===== src/rtl/gc_poll_sequencer.sv =====
// gc_poll_sequencer: identifies a GameCube controller, then polls it periodically
// with response timeouts, bounded init retries and a sticky link-lost flag.
module gc_poll_sequencer #(
    parameter int POLL_PERIOD = 100000,
    parameter int RX_TIMEOUT  = 20000,
    parameter int MAX_RETRY   = 3
) (
    input  logic        clk,
    input  logic        rst,
    input  logic        start_init,
    input  logic        poll_enable,
    input  logic        tx_done,
    input  logic        rx_done,
    input  logic        id_ready,
    output logic        tx_start,
    output logic [1:0]  tx_cmd,
    output logic        send,
    output logic        controller_init,
    output logic        poll_valid,
    output logic [15:0] frame_count,
    output logic [7:0]  miss_count,
    output logic        link_lost,
    output logic [2:0]  state
);
    localparam int WW = $clog2(POLL_PERIOD);
    localparam int TW = $clog2(RX_TIMEOUT + 1);
    localparam logic [2:0] S_IDLE      = 3'd0;
    localparam logic [2:0] S_INIT_TX   = 3'd1;
    localparam logic [2:0] S_INIT_RX   = 3'd2;
    localparam logic [2:0] S_POLL_WAIT = 3'd3;
    localparam logic [2:0] S_POLL_TX   = 3'd4;
    localparam logic [2:0] S_POLL_RX   = 3'd5;

    logic [2:0]    r_state, w_next;
    logic [WW-1:0] r_wait;
    logic [TW-1:0] r_to;
    logic [3:0]    r_retry, r_streak;
    logic          r_tx_start, r_send, r_ctrl_init, r_poll_valid, r_link_lost;
    logic [1:0]    r_tx_cmd, w_cmd_next;
    logic [15:0]   r_frame_count;
    logic [7:0]    r_miss_count;
    logic          w_in_rx, w_rx_ok, w_id_ok, w_timeout, w_init_fail, w_poll_fail;
    logic          w_tx_next, w_enter_tx, w_send_next, w_ci_next;

    // start_init pre-empts every other event, so each event is gated by it
    assign w_in_rx     = r_state == S_INIT_RX || r_state == S_POLL_RX;
    assign w_rx_ok     = !start_init && r_state == S_POLL_RX && rx_done;
    assign w_id_ok     = !start_init && r_state == S_INIT_RX && id_ready;
    assign w_timeout   = !start_init && w_in_rx && r_to == TW'(RX_TIMEOUT - 1) && !w_rx_ok && !w_id_ok;
    assign w_init_fail = w_timeout && r_state == S_INIT_RX && r_retry + 1'b1 >= 4'(MAX_RETRY);
    assign w_poll_fail = w_timeout && r_state == S_POLL_RX && r_streak + 1'b1 >= 4'(MAX_RETRY);

    always_ff @(posedge clk or posedge rst) begin
        if (rst) r_state <= S_IDLE;
        else     r_state <= w_next;
    end

    always_comb begin
        w_next = r_state;
        case (r_state)
            S_IDLE:      w_next = S_IDLE;
            S_INIT_TX:   w_next = tx_done ? S_INIT_RX : S_INIT_TX;
            S_INIT_RX:   w_next = w_id_ok ? S_POLL_WAIT : !w_timeout ? S_INIT_RX : w_init_fail ? S_IDLE : S_INIT_TX;
            S_POLL_WAIT: w_next = (r_wait == '0 && poll_enable) ? S_POLL_TX : S_POLL_WAIT;
            S_POLL_TX:   w_next = tx_done ? S_POLL_RX : S_POLL_TX;
            S_POLL_RX:   w_next = w_rx_ok ? S_POLL_WAIT : !w_timeout ? S_POLL_RX : w_poll_fail ? S_IDLE : S_POLL_WAIT;
            default:     w_next = S_IDLE;
        endcase
        if (start_init) w_next = S_INIT_TX;
    end

    // an abort out of a busy state holds send low for the first INIT_TX cycle
    always_comb begin
        w_tx_next   = w_next == S_INIT_TX || w_next == S_POLL_TX;
        w_enter_tx  = start_init || (w_tx_next && w_next != r_state);
        w_send_next = w_tx_next && !(start_init && r_state != S_IDLE);
        w_cmd_next  = w_next == S_INIT_TX ? 2'd1 : w_next == S_POLL_TX ? 2'd0 : r_tx_cmd;
        w_ci_next   = w_next == S_INIT_TX || w_next == S_INIT_RX;
    end

    always_ff @(posedge clk or posedge rst) begin
        if (rst) begin
            r_wait        <= '0;
            r_to          <= '0;
            r_retry       <= '0;
            r_streak      <= '0;
            r_tx_start    <= 1'b0;
            r_tx_cmd      <= 2'd0;
            r_send        <= 1'b0;
            r_ctrl_init   <= 1'b0;
            r_poll_valid  <= 1'b0;
            r_frame_count <= '0;
            r_miss_count  <= '0;
            r_link_lost   <= 1'b0;
        end else begin
            r_wait        <= (w_next == S_POLL_WAIT && r_state != S_POLL_WAIT) ? WW'(POLL_PERIOD - 1) :
                             (r_state == S_POLL_WAIT && r_wait != '0) ? r_wait - 1'b1 : r_wait;
            r_to          <= (w_next != r_state) ? '0 : w_in_rx ? r_to + 1'b1 : r_to;
            r_retry       <= start_init ? '0 : (r_state == S_INIT_RX && w_timeout) ? r_retry + 1'b1 : r_retry;
            r_streak      <= (w_id_ok || w_rx_ok) ? '0 : (r_state == S_POLL_RX && w_timeout) ? r_streak + 1'b1 : r_streak;
            r_tx_start    <= w_enter_tx;
            r_tx_cmd      <= w_cmd_next;
            r_send        <= w_send_next;
            r_ctrl_init   <= w_ci_next;
            r_poll_valid  <= w_rx_ok;
            r_frame_count <= r_frame_count + 16'(w_rx_ok);
            r_miss_count  <= (r_state == S_POLL_RX && w_timeout && r_miss_count != 8'hFF) ? r_miss_count + 1'b1 : r_miss_count;
            r_link_lost   <= start_init ? 1'b0 : (w_init_fail || w_poll_fail) ? 1'b1 : r_link_lost;
        end
    end

    assign state           = r_state;
    assign tx_start        = r_tx_start;
    assign tx_cmd          = r_tx_cmd;
    assign send            = r_send;
    assign controller_init = r_ctrl_init;
    assign poll_valid      = r_poll_valid;
    assign frame_count     = r_frame_count;
    assign miss_count      = r_miss_count;
    assign link_lost       = r_link_lost;
endmodule


===== config.mk =====
export PLATFORM = sky130hd
export DESIGN_NAME = gc_poll_sequencer
export DESIGN_NICKNAME = d
export VERILOG_FILES = /design/src/rtl/gc_poll_sequencer.sv
export SDC_FILE = /design/constraint.sdc
export NUM_CORES = 1
export LEC_CHECK = 0
export BUFFER_PORTS_ARGS = -buffer_cell sky130_fd_sc_hd__buf_2
export CAP_MARGIN = 20
export CORE_UTILIZATION = 45
export DETAILED_ROUTE_END_ITERATION = 16
export PLACE_DENSITY = 0.71
export SYNTH_ARGS = -nofsm -noshare
export SYNTH_HDL_FRONTEND = slang
export SYNTH_SLANG_ARGS = --single-unit

===== constraint.sdc =====
create_clock -name clk -period 3.75 [get_ports clk]
set_input_delay 0.75 -clock clk [delete_from_list [all_inputs] [get_ports clk]]
set_output_delay 0.75 -clock clk [all_outputs]
set_load 0.03 [all_outputs]

Yosys cells after proc, flatten, opt, wreduce, memory -nomap -nowiden --
Cells that the tools add are included.
Cells by class: reduce and logical (&&, ||, !) cells 38, eq/ne operators 13, add/sub/neg operators 6, mux-type cells 23, divide/modulo/power cells 0, bitwise gates (word level) 0, $lt $le $gt $ge 2, multipliers 0, shifts and indexed selects 0
Operators with widths (count):
- $mux 17 | 2
- $mux 15 | 2
- $logic_and 1x1->1 | 19
- $logic_not 17->1 | 1
- $reduce_bool 17->1 | 1
- $sub 17x1->17 const B | 1
- $add 16x1->16 | 1
- $mux 4 | 4
- $add 15x1->15 const B | 1
- $eq 15x15->1 const B | 1
- $pmux 3 s5 | 1
- $eq 3x2->1 const B | 4
- $mux 2 | 6
- $mux 3 | 4
- $reduce_bool 2->1 | 6
- $eq 3x3->1 const B | 3
- $add 4x1->4 const B | 2
- $add 8x1->8 const B | 1
- $ge 4x2->1 const B | 2
- $ne 8x8->1 const B | 1
- $eq 3x1->1 const B | 2
- $logic_or 1x1->1 | 6
- $logic_not 1->1 | 4
- $mux 1 | 4
- 3 further kinds | 3
Word-level totals: output and inout bits 34, RAM bits 0, register bits after elaboration 74, ROM bits 0, memories kept 0, latch bits 0, input port bits 7, logic and storage cells 95

Logic depth before layout (Yosys ltp) --
depth after elaboration 17, mapped depth 9, depth with buffers taken out 8

Least setup slack after synthesis --
OpenSTA, ideal clock, no wires.
path type reg-to-reg, start point reg r_wait[10], end point reg r_wait[9], cell stages (with the launch flop) 8, setup time 0.131 ns, period minus slack after synthesis 2.826 ns, slack 0.924 ns, data arrival time 2.695 ns, cell sequence dfrtp_1 > or4_4 > or4b_4 > o32a_1 > a22oi_4 > a21oi_2 > nor4b_4 > or3_1
Between the ends: cells in the longest elaborated chain, start to end 8, elaborated cells between the ends (all ways) 11, those cells by class eq/ne: 1; mux: 4; reduce/logical: 6
RTL lines:
- start, declared | line 35 | logic [WW-1:0] r_wait;
- start signal, assigned | line 96 | r_wait <= (w_next == S_POLL_WAIT && r_state != S_POLL_WAIT) ? WW'(POLL_PERIOD - 1) :
- $logic_not 17->1 * | line 64 | S_POLL_WAIT: w_next = (r_wait == '0 && poll_enable) ? S_POLL_TX : S_POLL_WAIT;
- $logic_and 1x1->1 * | line 64
- $mux 3 * | line 64
- $pmux 3 s5 * | line 60 | case (r_state)
- $mux 3 * | line 69 | if (start_init) w_next = S_INIT_TX;
- net w_next[1] | line 34 | logic [2:0] r_state, w_next;
- $eq 3x2->1 * | line 96
- $logic_and 1x1->1 * | line 96
- $mux 17 or $reduce_bool 2->1 (tied branches)
The timed path passes the listed nets; every way through them passes the cells marked *. A chain may end at the register's enable or synchronous reset.

Final worst setup path --
start point reg r_wait[10], end point reg r_to[6]
Between the ends: cells in the longest elaborated chain, start to end 7, elaborated cells between the ends (all ways) 8, those cells by class eq/ne: 1; mux: 4; reduce/logical: 3
RTL lines:
- $logic_not 17->1 * | line 64
- $logic_and 1x1->1 * | line 64
- $mux 3 * | line 64
- $pmux 3 s5 * | line 60
- $mux 3 * | line 69
- $ne 3x3->1 * | line 98 | r_to <= (w_next != r_state) ? '0 : w_in_rx ? r_to + 1'b1 : r_to;
- $mux 15 or $reduce_bool 2->1 (tied branches)
- end signal, assigned | line 98
- end, declared | line 36 | logic [TW-1:0] r_to;
Every way passes the cells marked *; elsewhere a longest branch is shown, timed or not.

==> results.json <==
{
  "holdWs_ns": 0.473,
  "dieArea_um2": 8740,
  "fin_crit_ns": 3.12,
  "critPathMaxFanout": 15,
  "worstPathArrival_ns": 3.31,
  "cts_buffer_depth": 2,
  "gp_congestion": 0.802,
  "synth_xor_xnor_area_share": 0.137,
  "coreArea_um2": 7930,
  "rsz0062_at_grt": "false",
  "ir_drop_v": 0.000196,
  "layout-drive-gt1-share": 0.188,
  "antenna_left": 0,
  "via_per_inst": 5.35,
  "grt_max_degree": 41,
  "hold_buffers": 0,
  "synth-main-ff-cell": "dfrtp_1",
  "overflow": 0,
  "utilization": 0.541,
  "switchingPower_mw": 0.446,
  "status": "completed",
  "pwr-share-seq": 0.491,
  "synth_compound_area_frac": 0.0741,
  "routed_wirelength_um": 7310,
  "die_width_um": 93.5,
  "slew_headroom": 0.449,
  "rows": 32,
  "max_freq_mhz": 321,
  "die_h_um": 93.5,
  "grt_usage": 0.181,
  "cts_tree": "done",
  "cts-root-buf": "clkbuf_8",
  "synth_seq_cells": 73,
  "slew_viol_final": 0,
  "remaining_drc_errors": 0,
  "crit_type": "flop to flop",
  "netlist_area_um2": 3760,
  "finalCritPeriodShare": 0.831,
  "required_ns": 3.94,
  "synth_edf_count": 0,
  "cts_inserted_buffers": 9,
  "clk-insertion-delay-late_ns": 0.34,
  "hp-class": "flop to flop",
  "yosysUniqueCellTypes": 62,
  "ys_seq_area_frac": 0.485,
  "critPathCaptureType": "flop",
  "power_density_nw_per_um2": 403,
  "synthSimpleGateAreaFrac": 0.242,
  "grt_pass1_vias": 2707,
  "synth_top_family_by_area": "simple AND/OR/NAND/NOR gates",
  "p_clk_frac": 0.390,
  "port_buffers": 39,
  "cts_resized": 0,
  "finalSetupTns_ns": 0,
  "cp-start-kind": "flop",
  "ys_async_sr_fraction": 1.00,
  "synthCells": 366,
  "fin_cells": 517,
  "synthMuxAreaShare": 0.00864,
  "finalHoldViolCount": 0,
  "setup_viol": 0,
  "cts.sinks": 73,
  "syn_to_final_growth_pct": 14.0,
  "detail_route.wl_per_cell_um": 14.1,
  "p_leak_nw": 1.93,
  "clk_pin_slew_ns": 0.07,
  "clock_skew_ns": 0.00665,
  "yosys.area_share.adder": 0.0299,
  "synth.avg_cell_area_um2": 10.3,
  "power_frac_comb": 0.119,
  "dp_hpwl_um": 5320,
  "power_mw": 1.73,
  "final_nets": 426,
  "ioPinCount": 41,
  "start_util": 0.475,
  "num_vias": 2767,
  "dp.cells": 501,
  "grt_pass1_wl_um": 12300,
  "maxCapViolCount": 0,
  "ys.warnings.count": 0,
  "post_cts_buffers": 0,
  "diodes": 0,
  "firstDrtPassIters": 4,
  "antenna_found_initial": 0,
  "swShare": 0.258,
  "htree_levels": 3,
  "tightest_slew_ns": 0.825,
  "p_int_mw": 1.28,
  "syn_nets": 382,
  "first_iter_violations": 141
}
==> power by group through the flow <==
| stage | sequential (mW) | combinational, mW | clock (mW) |
|---|---|---|---|
| after global routing | 0.851 | 0.232 | 0.726 |
| after CTS | 0.847 | 0.207 | 0.689 |
| after detailed placement | 0.861 | 0.207 | 0 |
| after global placement | 0.860 | 0.202 | 0 |
| after floorplan | 0.865 | 0.151 | 0 |
| final | 0.848 | 0.205 | 0.675 |
==> area by class of cell <==
class | count | area, um^2
Fill cell | 723 | 3640
Multi-Input combinational cell | 273 | 1850
Sequential cell | 73 | 1830
Timing Repair Buffer | 43 | 225
Clock buffer | 11 | 141
Tap cell | 102 | 128
Clock inverter | 5 | 78.8
Inverter | 10 | 37.5
==> kinds of logic (layout without fill, tap and decap cells) <==
family	after synthesis	count (layout)
other cells	1	1
fa+ha+maj	9	9
mux	3	3
xor+xnor	58	58
simple gates	166	166
flops	73	73
compound gates	36	36
buf+inv	20	69
==> critical path: stages (launching register included) <==
cell	delay, ns
dfrtp_1	0.42
or4_4	0.56
or4b_4	0.56
or2_1	0.26
a211o_1	0.29
o31a_1	0.26
o22ai_2	0.50
nor3b_1	0.13
==> through the flow <==
stage,setup WS [ns],area (um^2)
CTS,0.636,4290
detailed placement,0.636,4070
global route,0.484,4290
finish,0.633,4290
global placement,0.679,4070
floorplan,0.924,3760
==> state kept, by name (all words and copies together), names as in the netlist <==
name / count
poll_valid: 1
send: 1
link_lost: 1
r_retry: 4
state: 3
frame_count: 16
tx_cmd: 1
controller_init: 1
r_streak: 4
r_to: 15
miss_count: 8
r_wait: 17
tx_start: 1
==> layer usage <==
metal | GRT usage | share of wire
met1 | 0.237 | 0.48
met2 | 0.301 | 0.47
met3 | 0.0293 | 0.031
met4 | 0.0692 | 0.013
met5 | 0 | 0
==> final timing paths <==
path                                      start               to  slack (ns)  cells after the start
worst max-delay path                 r_wait[10]          r_to[6]        0.63                      7
worst max register to register       r_wait[10]          r_to[6]        0.63                      7
max in group asynchronous                   rst   frame_count[2]        2.43                      3
worst min register to register  frame_count[15]  frame_count[15]        0.47                      1
worst min-delay path            frame_count[15]  frame_count[15]        0.47                      1
min in group asynchronous                   rst        r_wait[6]        0.57                      2
==> placed cells by master (no fill, tap or decap), types with 3 or more instances in the layout <==
master / netlist / routed
a21o_1: 3 / 3
a21oi_1: 3 / 3
and3_1: 7 / 7
buf_2: 2 / 39
buf_4: 2 / 4
clkbuf_8: 0 / 10
dfrtp_1: 73 / 73
ha_1: 9 / 9
inv_1: 10 / 9
nand2_1: 32 / 32
nand3_1: 21 / 21
nand4_1: 8 / 8
nor2_1: 36 / 36
nor3_1: 25 / 25
nor4_1: 4 / 4
o21ai_0: 7 / 7
o31a_1: 3 / 3
or2_2: 3 / 3
or3_1: 3 / 3
xnor2_1: 35 / 35
xor2_1: 22 / 22
==> cell usage after synthesis (all sizes together), types with 5 or more instances <==
cell type | n | share of area
dfrtp | 73 | 0.49
nor2 | 36 | 0.036
xnor2 | 36 | 0.086
nand2 | 32 | 0.032
nor3 | 26 | 0.038
xor2 | 22 | 0.051
nand3 | 21 | 0.028
inv | 10 | 0.010
ha | 9 | 0.030
nand4 | 9 | 0.017
o21ai | 8 | 0.011
and3 | 7 | 0.012
buf | 5 | 0.0076
clkbuf | 5 | 0.0050
nor4 | 5 | 0.010
Note: power is estimated with default switching activity, not from simulation.
